[src/rtl/lsu_fsm.sv]
// Load/store unit: issues one aligned 64-bit memory transaction per EX op,
// places store bytes on their lanes and sign/zero-extends load results for WB.
module lsu_fsm #(
  parameter int ADDR_W = 64,
  parameter int DATA_W = 64
) (
  input  logic                clk,
  input  logic                rst,
  input  logic                ex_valid,
  output logic                ex_ready,
  input  logic                MemWr,
  input  logic                MemRd,
  input  logic [2:0]          MemOP,
  input  logic [ADDR_W-1:0]   addr,
  input  logic [DATA_W-1:0]   wdata,
  output logic                mem_req_valid,
  input  logic                mem_req_ready,
  output logic [ADDR_W-1:0]   mem_req_addr,
  output logic                mem_req_wen,
  output logic [DATA_W-1:0]   mem_req_wdata,
  output logic [DATA_W/8-1:0] mem_req_wmask,
  input  logic                mem_resp_valid,
  input  logic [DATA_W-1:0]   mem_resp_rdata,
  output logic                wb_valid,
  input  logic                wb_ready,
  output logic [DATA_W-1:0]   wb_data,
  output logic                wb_err
);

  typedef enum logic [1:0] {S_IDLE, S_REQ, S_WAIT, S_DONE} state_t;

  state_t              state;
  logic [2:0]          opReg;
  logic [2:0]          offReg;
  logic                isStore;
  logic                exReady, reqValid, reqWen, wbValid, wbErr;
  logic [ADDR_W-1:0]   reqAddr;
  logic [DATA_W-1:0]   reqWdata, wbData;
  logic [DATA_W/8-1:0] reqWmask;

  // Accept-time decode: alignment, lane mask and lane-shifted store data.
  logic                misaligned, isErr, isNoop;
  logic [DATA_W/8-1:0] stMask;
  logic [DATA_W-1:0]   stData;

  always_comb begin
    misaligned = 1'b0;
    stMask     = '0;
    stData     = '0;
    case (MemOP[1:0])
      2'b00: begin
        misaligned = (addr[2:0] != 3'b000);
        stMask     = 8'hFF;
        stData     = wdata;
      end
      2'b01: begin
        misaligned = (addr[1:0] != 2'b00);
        stMask     = 8'h0F << addr[2:0];
        stData     = {32'b0, wdata[31:0]} << {addr[2:0], 3'b000};
      end
      2'b10: begin
        misaligned = addr[0];
        stMask     = 8'h03 << addr[2:0];
        stData     = {48'b0, wdata[15:0]} << {addr[2:0], 3'b000};
      end
      default: begin
        stMask     = 8'h01 << addr[2:0];
        stData     = {56'b0, wdata[7:0]} << {addr[2:0], 3'b000};
      end
    endcase
    isNoop = ~MemWr & ~MemRd;
    isErr  = (MemWr & MemRd) | (MemOP == 3'b000) | misaligned;
  end

  // Load extraction from the registered offset/op of the outstanding access.
  logic [DATA_W-1:0] shifted, loadExt;

  always_comb begin
    shifted = mem_resp_rdata >> {offReg, 3'b000};
    case (opReg[1:0])
      2'b11:   loadExt = {{56{opReg[2] & shifted[7]}},  shifted[7:0]};
      2'b10:   loadExt = {{48{opReg[2] & shifted[15]}}, shifted[15:0]};
      2'b01:   loadExt = {{32{opReg[2] & shifted[31]}}, shifted[31:0]};
      default: loadExt = shifted;
    endcase
  end

  always_ff @(posedge clk or posedge rst) begin
    if (rst) begin
      state    <= S_IDLE;
      opReg    <= '0;
      offReg   <= '0;
      isStore  <= 1'b0;
      exReady  <= 1'b1;
      reqValid <= 1'b0;
      reqWen   <= 1'b0;
      reqAddr  <= '0;
      reqWdata <= '0;
      reqWmask <= '0;
      wbValid  <= 1'b0;
      wbErr    <= 1'b0;
      wbData   <= '0;
    end else begin
      case (state)
        S_IDLE: begin
          if (ex_valid) begin
            opReg    <= MemOP;
            offReg   <= addr[2:0];
            isStore  <= MemWr;
            reqAddr  <= {addr[ADDR_W-1:3], 3'b000};
            reqWen   <= MemWr;
            reqWdata <= MemWr ? stData : '0;
            reqWmask <= MemWr ? stMask : '0;
            exReady  <= 1'b0;
            wbData   <= '0;
            if (isNoop || isErr) begin
              // No memory traffic: report straight to writeback.
              state   <= S_DONE;
              wbValid <= 1'b1;
              wbErr   <= ~isNoop;
            end else begin
              state    <= S_REQ;
              reqValid <= 1'b1;
              wbErr    <= 1'b0;
            end
          end
        end
        S_REQ: begin
          if (mem_req_ready) begin
            reqValid <= 1'b0;
            state    <= S_WAIT;
          end
        end
        S_WAIT: begin
          if (mem_resp_valid) begin
            wbData  <= isStore ? '0 : loadExt;
            wbErr   <= 1'b0;
            wbValid <= 1'b1;
            state   <= S_DONE;
          end
        end
        default: begin
          if (wb_ready) begin
            wbValid <= 1'b0;
            exReady <= 1'b1;
            state   <= S_IDLE;
          end
        end
      endcase
    end
  end

  assign ex_ready      = exReady;
  assign mem_req_valid = reqValid;
  assign mem_req_addr  = reqAddr;
  assign mem_req_wen   = reqWen;
  assign mem_req_wdata = reqWdata;
  assign mem_req_wmask = reqWmask;
  assign wb_valid      = wbValid;
  assign wb_data       = wbData;
  assign wb_err        = wbErr;

endmodule

[config.mk]
export PLATFORM = sky130hd
export DESIGN_NAME = lsu_fsm
export DESIGN_NICKNAME = d
export VERILOG_FILES = /design/src/rtl/lsu_fsm.sv
export SDC_FILE = /design/constraint.sdc
export NUM_CORES = 1
export LEC_CHECK = 0
export BUFFER_PORTS_ARGS = -buffer_cell sky130_fd_sc_hd__buf_4
export CORE_MARGIN = 10
export CORE_UTILIZATION = 49
export DETAILED_ROUTE_END_ITERATION = 8
export PLACE_DENSITY = 0.79
export SYNTH_ARGS = -nofsm -noshare
export SYNTH_HDL_FRONTEND = slang
export SYNTH_SLANG_ARGS = --single-unit
[constraint.sdc]
create_clock -name clk -period 10.55 [get_ports clk]
set_clock_uncertainty 0.15 [all_clocks]
set_input_delay 0.5275 -clock clk [delete_from_list [all_inputs] [get_ports clk]]
set_output_delay 0.5275 -clock clk [all_outputs]
set_load 0.005 [all_outputs]
Yosys cells after proc, flatten, opt, wreduce, memory -nomap -nowiden:

Index checks and enable logic that the tools add are counted.

* bits in registers: 210
* input bits: 203
* output and inout bits: 205
* word-level logic and storage cells: 93

* equal/unequal tests: 12
* shifts and indexed selects: 7
* muxes and demuxes: 32
* bitwise operators: 12
* reduce and logical (&&, ||, !) cells: 18

Operators by type and width (number)
* $pmux W64 S3: 2
* $mux W64: 4
* $pmux W64 S2: 1
* $shl A16 B6 Y64: 1
* $shl A32 B6 Y64: 1
* $shl A8 B6 Y64: 1
* $shr A64 B6 Y64: 1
* $pmux W8 S3: 1
* $mux W1: 12
* $mux W2: 5
* $ne A2 B2 Y1 const B: 5
* $eq A2 B2 Y1 const B: 4
* $mux W8: 1
* $reduce_and A4 Y1: 2
* $reduce_bool A2 Y1: 4
* $shl A1 B3 Y8 const A: 1
* $shl A2 B3 Y8 const A: 1
* $shl A4 B3 Y8 const A: 1
* $eq A2 B1 Y1 const B: 3
* $pmux W1 S2: 3
* $pmux W1 S3: 2
* $pmux W2 S3: 1
* $reduce_and A3 Y1: 2
* $reduce_bool A3 Y1: 2
* other kinds (10): 20

Logic depth before layout (Yosys ltp):

* word-level depth: 7
* depth in mapped cells: 10
* depth with buffers taken out: 7

Worst setup path before layout:

OpenSTA, ideal clock, no wires.

* path kind: reg2reg
* start: register state[0]
* end: register reqAddr[10] (netlist: mem_req_addr[10])
* library setup time: 0.125 ns
* arrival time: 2.059 ns
* data required time: 10.275 ns
* setup slack: 8.217 ns
* cell stages (with the launch flop): 9
* buffers on the path: 4
* period minus slack after synthesis: 2.333 ns
* cells stage by stage: dfrtp_1 > inv_1 > ha_1 > clkbuf_1 > and2_1 > clkbuf_1 > clkbuf_1 > buf_2 > mux2_2

* word-level cells in the longest chain between the ends: 2

RTL lines
* start, declared: line 32 `state_t state;`
* start signal, assigned: line 90 `state <= S_IDLE;`
* start signal, assigned: line 118 `state <= S_DONE;`
* start signal, assigned: line 122 `state <= S_REQ;`
* $logic_not A2 Y1: line 104 `case (state)`
* $reduce_and A2 Y1 (no line)
* end signal, assigned: line 110 `reqAddr <= {addr[ADDR_W-1:3], 3'b000};`
* end, declared: line 37 `logic [ADDR_W-1:0] reqAddr;`

No other way between the ends.
A chain may end at the register's enable or synchronous reset.

Final worst setup path:

* start: register offReg[2]
* end: register wbData[37] (netlist: wb_data[37])

* word-level cells in the longest chain between the ends: 6
* elaborated cells between the ends (all ways): 8
* classes of those cells: 1 x shift; 4 x mux; 3 x bitwise

RTL lines
* start, declared: line 34 `logic [2:0] offReg;`
* start signal, assigned: line 108 `offReg <= addr[2:0];`
* $shr A64 B6 Y64 (*): line 79 `shifted = mem_resp_rdata >> {offReg, 3'b000};`
* $and A1 B1 Y1 (on tied branches): line 83, 81, 82
* $pmux W64 S3 (*): line 80 `case (opReg[1:0])`
* $mux W64 (*): line 136 `wbData <= isStore ? '0 : loadExt;`
* $mux W64 (*): line 135 `if (mem_resp_valid) begin`
* $pmux W64 S2 (*): line 104
* end signal, assigned: line 136
* end, declared: line 38 `logic [DATA_W-1:0] reqWdata, wbData;`

Mark *: on every way between the ends. The rest lies on a longest branch, timed or not. The select of a mux whose other input is x is not followed.

==> summary.md <==
For the pin with the worst max-slew slack, the measured transition is 1.30 ns. The worst-path maximum fanout was 64; the via-per-instance ratio was 5.86. The post-placement cell area came out at 14600 µm².

On the critical path the largest part of the delay comes from compound AO/OA/AOI/OAI gates. The number of cells in the design after placement is 1803, and the count of buffering cells on the critical path with inverters included is 0. The number of routed nets with antenna violations is 0.

In this run the power density over the cells is 269 nW/µm². The tools report the final-report hold violation count as 0. The post-detailed-route wirelength per cell was 23.3 µm; the DRC violation count after routing was 0.

The class of the tightest hold or removal check is in -> reg. The final layout contains 1721 nets. The element type at the critical path start was a flop. The synthesized instance count was 1173.

The flow ran to the end, and the final reports show no timing, DRC or antenna violations. In this run the clock root is driven by a sky130_fd_sc_hd__clkbuf_16. The count of vias placed by the detailed router was 10800.

Walking the worst path, the cells encountered are or2_1 -> o22ai_1 -> a2111oi_4 -> a211oi_4 -> o21ai_0. The clock share of power was 19.1%; the initial standard-cell utilization of the core was 49.5%. For this run, the top clock speed supported by timing is 290 MHz. The worst setup path is captured at a flop. The number of max-slew violations in the final report came out at 0. Sorting the synthesized cells by how often they occur yields sky130_fd_sc_hd__dfrtp_1, sky130_fd_sc_hd__nand2_1, sky130_fd_sc_hd__o21ai_0. The worst-case reg-to-reg path depth works out to 5.

Data arrives at the worst endpoint at 3.62 ns. Setup repair after global routing left no endpoint under its margin. Global routing finished with a remaining overflow of 0. The accumulated negative setup slack came out at 0 ns.

The largest total area in the synthesized netlist belongs to sky130_fd_sc_hd__dfrtp_1. Global routing used 26.8% of the available tracks across all layers. The critical path runs through a total of 5 cells. The first routing iteration left 1222 violations.

The tools report the total of hold buffers inserted after clock tree synthesis as 0. The boundary pin count was 408; the post-synthesis async set-or-reset flop share was 100%. The worst hold path passes through 3 cells.

Summing internal, switching and leakage power gives 0.00414 W. Each instance of the synthesized netlist takes up on average 9.85 µm². Per report_power, the combinational group accounts for 47.0% of the total.

The most used flip-flop cell after synthesis is sky130_fd_sc_hd__dfrtp_1. The data required time at the worst endpoint came out at 10.72 ns. The run gives 7.10 ns as the worst-case register-to-register setup slack.

The overall die width is 174 µm, and the leakage power summed over all cells is 7.17 nW. The tools report the share of synthesized area occupied by flip-flops and latches as 45.5%. The worst setup path is of the reg -> reg kind. The switching share of power was 38.1%; the netlist area before placement was 11600 µm².

The first detailed-routing pass ran for 6 iterations. The global placement routability congestion was 0.976. CTS sink count: 210.

The largest single stage delay on the critical path is 1.04 ns. The most frequent cell after synthesis was sky130_fd_sc_hd__dfrtp_1. Once the clock tree was built, the resizer swapped 0 gates to a different size. The clock period minus final worst setup slack was 3.45 ns. Sorting the synthesized cells by area gives the leading types as sky130_fd_sc_hd__dfrtp_1, sky130_fd_sc_hd__mux2_2, sky130_fd_sc_hd__o21ai_0. The number of clock buffers inserted by TritonCTS came out at 23. Max-cap violations in this run came to 0. The initial antenna violation count was 0; the clock transition at the registers of the reported paths was 0.07 ns. Registers are responsible for 33.9% of the overall power. The run gives 0 as the antenna cell count. The fraction of layout cells with a size suffix above 1 is 38.5%, and the area added between synthesis and finish is 33.1%. The number of flops mapped to enable cells by yosys came out at 0. TritonCTS built the clock tree. The finished layout holds 1843 standard cells, fillers aside. The count of buffers added on input and output ports is 404. The synthesis-stage register bit count was 210; the pin count of the biggest net entering global routing was 143.

The core region area was 23300 µm²; the internal power consumption was 0.00256 W. The analysis attributes to net switching a power of 0.00158 W. Setup violations remaining at the end of the flow were counted as 0. The number of global-route vias before repair is 11000. The HPWL after detailed placement is 32400 µm.

The portion of the clock cycle consumed by the worst path in the final layout is 32.7%, and the total die area is 30100 µm². H-tree depth: 1. The highest ir drop seen on vdd is 0.000150 V.

Clock latency on the worst-skew pair, taken at its later pin, is 0.53 ns. The first global-routing pass estimated 65000 µm of wire. The deepest clock path buffer count was 3. The finished cells cover 15400 µm².

For the number of post-CTS setup repair buffers, the log shows 0. After filler insertion, the fill cell instance count of the layout stands at 1873. In this run the biggest area consumer among cell types represents 45.2% of the synthesized area. The Yosys step of the flow raised 0 warnings. The cell with the largest stage delay on the worst path is sky130_fd_sc_hd__a211oi_4. The headroom to the max-slew limit is 13.1%, and the floorplan row count is 56. The distinct cell type count after synthesis came out at 56. The die span in y is 174 µm, and the post-detailed-routing wire length is 42900 µm.
==> worst min-delay path: stages <==
cell and delay, ns:
sky130_fd_sc_hd__buf_4 0.09, sky130_fd_sc_hd__nand2_1 0.04, sky130_fd_sc_hd__o21ai_0 0.06
==> layout by cell type, fill, tap and decap left out, types with 6 or more instances in the layout <==
master | Yosys | routed
sky130_fd_sc_hd__buf_4 | 6 | 413
sky130_fd_sc_hd__dfrtp_1 | 209 | 206
sky130_fd_sc_hd__nand2_1 | 145 | 144
sky130_fd_sc_hd__o21ai_0 | 139 | 138
sky130_fd_sc_hd__mux2_2 | 108 | 108
sky130_fd_sc_hd__nor2_1 | 65 | 65
sky130_fd_sc_hd__mux2i_1 | 64 | 64
sky130_fd_sc_hd__a21oi_1 | 57 | 57
sky130_fd_sc_hd__a22oi_1 | 40 | 40
sky130_fd_sc_hd__nor2b_1 | 34 | 34
sky130_fd_sc_hd__clkbuf_16 | 0 | 23
sky130_fd_sc_hd__a22o_1 | 19 | 19
sky130_fd_sc_hd__o41ai_1 | 16 | 16
sky130_fd_sc_hd__inv_1 | 14 | 13
sky130_fd_sc_hd__a221oi_1 | 11 | 11
sky130_fd_sc_hd__o31ai_1 | 11 | 11
sky130_fd_sc_hd__o22ai_1 | 11 | 11
sky130_fd_sc_hd__nand3_1 | 10 | 10
sky130_fd_sc_hd__and2_1 | 11 | 10
sky130_fd_sc_hd__o21ai_1 | 9 | 9
sky130_fd_sc_hd__a211oi_1 | 9 | 9
sky130_fd_sc_hd__ha_1 | 9 | 8
sky130_fd_sc_hd__mux4_2 | 7 | 7
sky130_fd_sc_hd__o2bb2ai_1 | 7 | 7
sky130_fd_sc_hd__a221o_1 | 7 | 7
sky130_fd_sc_hd__o32ai_1 | 7 | 7
sky130_fd_sc_hd__o31ai_2 | 6 | 6
sky130_fd_sc_hd__clkbuf_1 | 67 | 6
==> through the flow <==
| step | utilization (%) | hold WS, ns | setup WS (ns) |
|---|---|---|---|
| CTS | 65.9 | 0.0649 | 7.15 |
| floorplan | - | 0.313 | 4.14 |
| detailed placement | 62.8 | 0.313 | 7.16 |
| finish | 65.9 | 0.0696 | 7.10 |
| global placement | 62.8 | 0.314 | 7.30 |
| global route | 65.9 | 0.0729 | 6.89 |
==> power groups by stage <==
| stage | Combinational, W | Sequential, W | Clock (W) |
|---|---|---|---|
| after global routing | 0.00210 | 0.00144 | 0.000834 |
| after CTS | 0.00195 | 0.00140 | 0.000801 |
| after detailed placement | 0.00195 | 0.00141 | 0 |
| after global placement | 0.00190 | 0.00140 | 0 |
| after floorplan | 0.00108 | 0.00136 | 0 |
| final | 0.00194 | 0.00140 | 0.000792 |
==> registers in the layout (all words and copies together), names as in the netlist, 2 cells and up <==
register,cells
wb_data,64
mem_req_addr,61
opReg,3
mem_req_wmask,8
mem_req_wdata,64
state,2
offReg,3
==> routing by layer <==
metal  vias up  wire length [µm]  GRT usage, %
li1       4909                 -             -
met1      5212             16000          31.2
met2       586             21400          46.4
met3        89              4100          7.62
met4         0              1340          8.84
met5         -                 0             0
==> cell families (layout without fill, tap and decap cells) <==
logic type / Yosys count / after routing / synth area share [%]
AO/OA/AOI/OAI: 362 / 362 / 20.4
XOR/XNOR: 1 / 1 / 0.0758
adder cells (fa/ha/maj): 9 / 9 / 0.974
buffers and inverters: 119 / 468 / 4.35
flip-flops: 210 / 210 / 45.5
multiplexers: 179 / 179 / 17.4
other: 1 / 3 / 0.0324
AND/OR/NAND/NOR: 292 / 292 / 11.3
==> final cells by class <==
type	count	area [µm²]	area share (%)
clock buffer	33	653	4.25
clock inverter	7	81.3	0.529
inverter	15	63.8	0.415
multi-input combinational	846	5830	37.9
sequential	210	5260	34.2
tap	319	399	2.59
timing repair buffer	413	3100	20.2
==> path summary, 6_finish.rpt <==
path,startpoint,endpoint
min in group asynchronous,rst,wb_data[35]
max,offReg[2],wb_data[37]
max reg2reg,offReg[2],wb_data[37]
min reg2reg,wb_data[0],wb_data[0]
max in group asynchronous,rst,offReg[2]
min,MemOP[2],opReg[2]
(Power assumes the default switching activity.)
